`config.mk`:
```
export PLATFORM = sky130hd
export DESIGN_NAME = mem_req_arbiter
export DESIGN_NICKNAME = d
export VERILOG_FILES = /design/src/rtl/mem_req_arbiter.sv
export SDC_FILE = /design/constraint.sdc
export NUM_CORES = 1
export LEC_CHECK = 0
export CORE_AREA = 8 8 104 106
export DETAILED_ROUTE_END_ITERATION = 8
export DIE_AREA = 0 0 112 114
export DONT_BUFFER_PORTS = 1
export HOLD_SLACK_MARGIN = 0.08
export PLACE_DENSITY = 0.31
export SYNTH_ARGS = -nofsm -noshare
export SYNTH_HDL_FRONTEND = slang
export SYNTH_SLANG_ARGS = --single-unit
```
`constraint.sdc`:
```
create_clock -name clk -period 2.33 [get_ports clk]
set_input_delay 0.233 -clock clk [delete_from_list [all_inputs] [get_ports clk]]
set_output_delay 0.233 -clock clk [all_outputs]
set_load 0.005 [all_outputs]
```
`src/rtl/mem_req_arbiter.sv`:
```
// Two-to-one memory request arbiter: data has fixed priority over instruction fetch,
// grants lock until accepted, and an in-order tag FIFO steers responses back.
module mem_req_arbiter #(
  parameter int unsigned DEPTH = 2
) (
  input  logic        clk,
  input  logic        reset,

  input  logic        inst_req,
  input  logic [1:0]  inst_size,
  input  logic [31:0] inst_addr,
  output logic        inst_addr_ok,
  output logic        inst_data_ok,
  output logic [31:0] inst_rdata,

  input  logic        data_req,
  input  logic        data_wr,
  input  logic [1:0]  data_size,
  input  logic [31:0] data_addr,
  input  logic [3:0]  data_wstrb,
  input  logic [31:0] data_wdata,
  output logic        data_addr_ok,
  output logic        data_data_ok,
  output logic [31:0] data_rdata,

  output logic        m_req,
  output logic        m_wr,
  output logic [1:0]  m_size,
  output logic [31:0] m_addr,
  output logic [3:0]  m_wstrb,
  output logic [31:0] m_wdata,
  input  logic        m_addr_ok,
  input  logic        m_data_ok,
  input  logic [31:0] m_rdata
);

  localparam int unsigned AW = $clog2(DEPTH);
  localparam int unsigned CW = AW + 1;

  typedef enum logic [1:0] {
    SRC_NONE = 2'd0,
    SRC_INST = 2'd1,
    SRC_DATA = 2'd2
  } src_t;

  src_t             r_grant;
  src_t             w_grant_nxt;
  src_t             w_sel;
  logic [DEPTH-1:0] r_tags;
  logic [AW-1:0]    r_wr_ptr;
  logic [AW-1:0]    r_rd_ptr;
  logic [CW-1:0]    r_count;
  logic             w_can_issue;
  logic             w_issue;
  logic             w_push;
  logic             w_pop;
  logic             w_head;

  // A locked grant always wins; a fresh choice needs a free tag slot.
  always_comb begin
    // NOTE: every combinational output gets a default first so no path can infer a latch.
    w_sel       = SRC_NONE;
    w_can_issue = (r_count < CW'(DEPTH));
    if (r_grant != SRC_NONE) begin
      w_sel = r_grant;
    end else if (w_can_issue) begin
      if (data_req) begin
        w_sel = SRC_DATA;
      end else if (inst_req) begin
        w_sel = SRC_INST;
      end
    end
  end

  assign w_issue = (w_sel != SRC_NONE);
  assign w_push  = w_issue & m_addr_ok;
  assign w_pop   = m_data_ok & (r_count != '0);
  assign w_head  = r_tags[r_rd_ptr];

  always_comb begin
    w_grant_nxt = r_grant;
    if (w_issue) begin
      w_grant_nxt = m_addr_ok ? SRC_NONE : w_sel;
    end
  end

  always_ff @(posedge clk) begin
    // NOTE: sequential state uses non-blocking assignments so every flop samples pre-edge values.
    if (reset) begin
      r_grant <= SRC_NONE;
    end else begin
      r_grant <= w_grant_nxt;
    end
  end

  always_ff @(posedge clk) begin
    if (reset) begin
      r_wr_ptr <= '0;
      r_rd_ptr <= '0;
      r_count  <= '0;
    end else begin
      if (w_push) begin
        r_wr_ptr <= r_wr_ptr + AW'(1);
      end
      if (w_pop) begin
        r_rd_ptr <= r_rd_ptr + AW'(1);
      end
      case ({w_push, w_pop})
        2'b10:   r_count <= r_count + CW'(1);
        2'b01:   r_count <= r_count - CW'(1);
        default: r_count <= r_count;
      endcase
    end
  end

  // NOTE: tag storage is not reset; validity is defined solely by the count and pointers.
  always_ff @(posedge clk) begin
    if (w_push) begin
      r_tags[r_wr_ptr] <= (w_sel == SRC_DATA);
    end
  end

  // Downstream fields follow the selected source; everything is held at zero during reset.
  always_comb begin
    m_req   = 1'b0;
    m_wr    = 1'b0;
    m_size  = 2'd0;
    m_addr  = 32'd0;
    m_wstrb = 4'd0;
    m_wdata = 32'd0;
    if (!reset) begin
      m_req = w_issue;
      case (w_sel)
        SRC_DATA: begin
          m_wr    = data_wr;
          m_size  = data_size;
          m_addr  = data_addr;
          m_wstrb = data_wstrb;
          m_wdata = data_wdata;
        end
        SRC_INST: begin
          m_size = inst_size;
          m_addr = inst_addr;
        end
        default: ;
      endcase
    end
  end

  assign inst_addr_ok = ~reset & m_addr_ok & (w_sel == SRC_INST);
  assign data_addr_ok = ~reset & m_addr_ok & (w_sel == SRC_DATA);
  assign inst_data_ok = ~reset & w_pop & ~w_head;
  assign data_data_ok = ~reset & w_pop & w_head;
  assign inst_rdata   = reset ? 32'd0 : m_rdata;
  assign data_rdata   = reset ? 32'd0 : m_rdata;

endmodule

```
==> impl_metrics.env <==
export IMPL_ctsRootBufferMaster="clkbuf_8"
export IMPL_critPathKind="reg -> out"
export IMPL_worstPathMaxFanout=72
export IMPL_nFillCells=1027
export IMPL_place_ws_ns=0.425
export IMPL_layout_setup_ws_ns=0.158
export IMPL_seq_area_frac_synth_pct=12.0
export IMPL_vias=1367
export IMPL_ys_warn_count=0
export IMPL_fin_crit_sh_pct=93.2
export IMPL_drive_gt1_share_pct=7.55
export IMPL_synthToLayoutAreaGrowth_pct=-7.02
export IMPL_power_uw=834
export IMPL_end_kind="output port"
export IMPL_avgRoutedWirePerCell_um=25.0
export IMPL_rr_endpoint="r_count[1]$_SDFFE_PP0P_"
export IMPL_core_mm2=0.00911
export IMPL_hold_worst_slack_ns=0.239
export IMPL_cellPowerDensity_mw_per_mm2=599
export IMPL_die_y_um=114
export IMPL_wirelength_um=6770
export IMPL_slew_violations=0
export IMPL_cts_made_buffers=3
export IMPL_grt_antenna_before_repair=1
export IMPL_dp_hpwl_um=5950
export IMPL_synth_cell_type_count=29
export IMPL_initial_utilization_pct=16.4
export IMPL_rsz0062_at_grt="false"
export IMPL_fin_crit_ns=2.17
export IMPL_grt_pass1_vias=1401
export IMPL_synth_seq_cells=8
export IMPL_final_common_cell="and2_1"
export IMPL_hp_start="reset"
export IMPL_grt_pass1_wl_um=9400
export IMPL_r2r_start="r_count[1]$_SDFFE_PP0P_"
export IMPL_row_count=35
export IMPL_viasPerCell=5.04
export IMPL_placed_area_mm2=0.00132
export IMPL_power_leakage_nw=0.517
export IMPL_max_freq_mhz=460
export IMPL_drv_cap=0
export IMPL_crit_arrival_ns=1.94
export IMPL_multi_input_area_um2=975
export IMPL_utilization_pct=15.3
export IMPL_final_cell_mix="and2_1 (38), a22o_1 (34), nor2b_1 (32)"
export IMPL_postRouteAntennaNets=0
export IMPL_hold_viol=0
export IMPL_grt_use_total_pct=9.02
export IMPL_die_x_um=112
export IMPL_ff2ff_setup_slack_ns=0.50
export IMPL_worstMarginPinSlew_ns=1.03
export IMPL_min_delay_path_depth=2
export IMPL_drc_errors=0
export IMPL_cts_htree_levels=1
export IMPL_final_seq_area_um2=180
export IMPL_grt_max_degree=73
export IMPL_final_cells=271
export IMPL_skew_ns=0.00141
export IMPL_startpoint_type="flip-flop"
export IMPL_syn_num_nets=343
export IMPL_clk_latency_ns=0.23
export IMPL_finalSetupViolCount=0
export IMPL_grt_overflow=0
export IMPL_fin_nets=304
export IMPL_r2r_cells=5
export IMPL_drt_initial_drc_count=56
export IMPL_cts_tree="done"
export IMPL_dr_pass1_iters=4
export IMPL_cp_required_ns=2.10
export IMPL_cts_clk_slew_worst_paths_ns=0.04
export IMPL_clkSinkCount=8
export IMPL_irDropWorstVdd_mv=0.138
export IMPL_hold_class="in -> reg"
export IMPL_netlist_area_mm2=0.00150
export IMPL_status="finished, final reports clean"
export IMPL_relSlewSlack_pct=31.2
export IMPL_cts_resized_gates=0
export IMPL_dp_cells=264
export IMPL_hold_path_endpoint="r_wr_ptr$_SDFFE_PP0N_"
export IMPL_gp_congestion=0.729
export IMPL_clockBufferDepth=2
export IMPL_io_pins=283
export IMPL_synthCells=199
export IMPL_fin_area_mm2=0.00139
export IMPL_fin_tns_setup_ns=0
export IMPL_dieArea_mm2=0.0128
export IMPL_io_buffer_count=0
export IMPL_avgSynthCellArea_um2=7.52
-- flip-flops by register name (all words and copies together) (netlist names) --
register,count
r_grant,2
r_tags,2
r_count,2
r_wr_ptr,1
r_rd_ptr,1
-- how the worst max path moves through the flow --
stage | startpoint | end | slack, ns | cells after the start
2_1_floorplan | r_count[1]$_SDFFE_PP0P_ | r_count[1]$_SDFFE_PP0P_ | 0.67 | 5
3_5_place_dp | r_count[1]$_SDFFE_PP0P_ | m_addr[23] | 0.43 | 3
4_1_cts | r_count[1]$_SDFFE_PP0P_ | m_addr[23] | 0.17 | 3
6_report | r_count[1]$_SDFFE_PP0P_ | m_wdata[26] | 0.16 | 3
3_3_place_gp | r_count[1]$_SDFFE_PP0P_ | m_addr[2] | 0.46 | 3
5_1_grt | r_count[1]$_SDFFE_PP0P_ | m_addr[13] | 0.0006 | 3
-- worst max-delay path: stages, from the launching register on --
cell and delay (ns):
dfxtp_1 0.34, and2b_1 0.24, o21a_2 0.81, and2_1 0.29
-- synthesized netlist by cell type (all sizes together) --
master  number  area (um2)
o21a         2        15.0
ha           1        12.5
dfxtp        6         120
and2b        1        7.51
nor3b        1        7.51
clkbuf       9        33.8
xor2         2        17.5
mux2i        1        10.0
buf         39         294
nor2b       32         200
mux2         1        11.3
nor2        10        37.5
or2          1        6.26
a211oi       1        7.51
inv          4        15.0
edfxtp       2        60.1
o31ai        1        12.5
a22o        34         298
and2        38         238
a21oi        3        26.3
o21ba        1        10.0
xnor2        1        8.76
or3          1        6.26
nor3         4        20.0
or3b         1        11.3
o21ai        2        10.0
-- area by class of cell --
type                       count  area share [%]
antenna                        1           0.180
clock buffer                   4            3.24
inverter                       4            1.08
multi-input combinational    139            70.1
sequential                     8            12.9
tap                          111            9.98
timing repair buffer           4            2.52
-- cell families after synthesis --
logic type	count (synthesis)	share of synthesized area, %
adders and majority gates	1	0.836
DFF	8	12.0
and+or+nand+nor	89	35.7
buffers and inverters	52	22.9
AOI/OAI and AO/OA	44	25.3
xor gates and xnor gates	3	1.76
muxes	2	1.42
-- routing by layer --
metal	vias to the layer above	share of wire, %	GRT usage, %
met5	-	0	0
met4	0	0.80	1.53
met3	4	13	3.80
met2	192	51	17.3
met1	613	35	9.00
li1	558	-	-
-- where the power goes --
part / internal [mW] / leakage (nW) / switching (mW)
logic: 0.196 / 0.426 / 0.252
registers: 0.180 / 0.0679 / 0.0301
clock network: 0.119 / 0.0228 / 0.0569
total: 0.495 / 0.517 / 0.339
-- what timing repair did --
action / 4_1_cts / 5_1_grt
endpoints found under the hold margin: 5 / 0
buffers inserted: 0 / 0
hold buffers: 2 / 0
(Power assumes the default switching activity.)
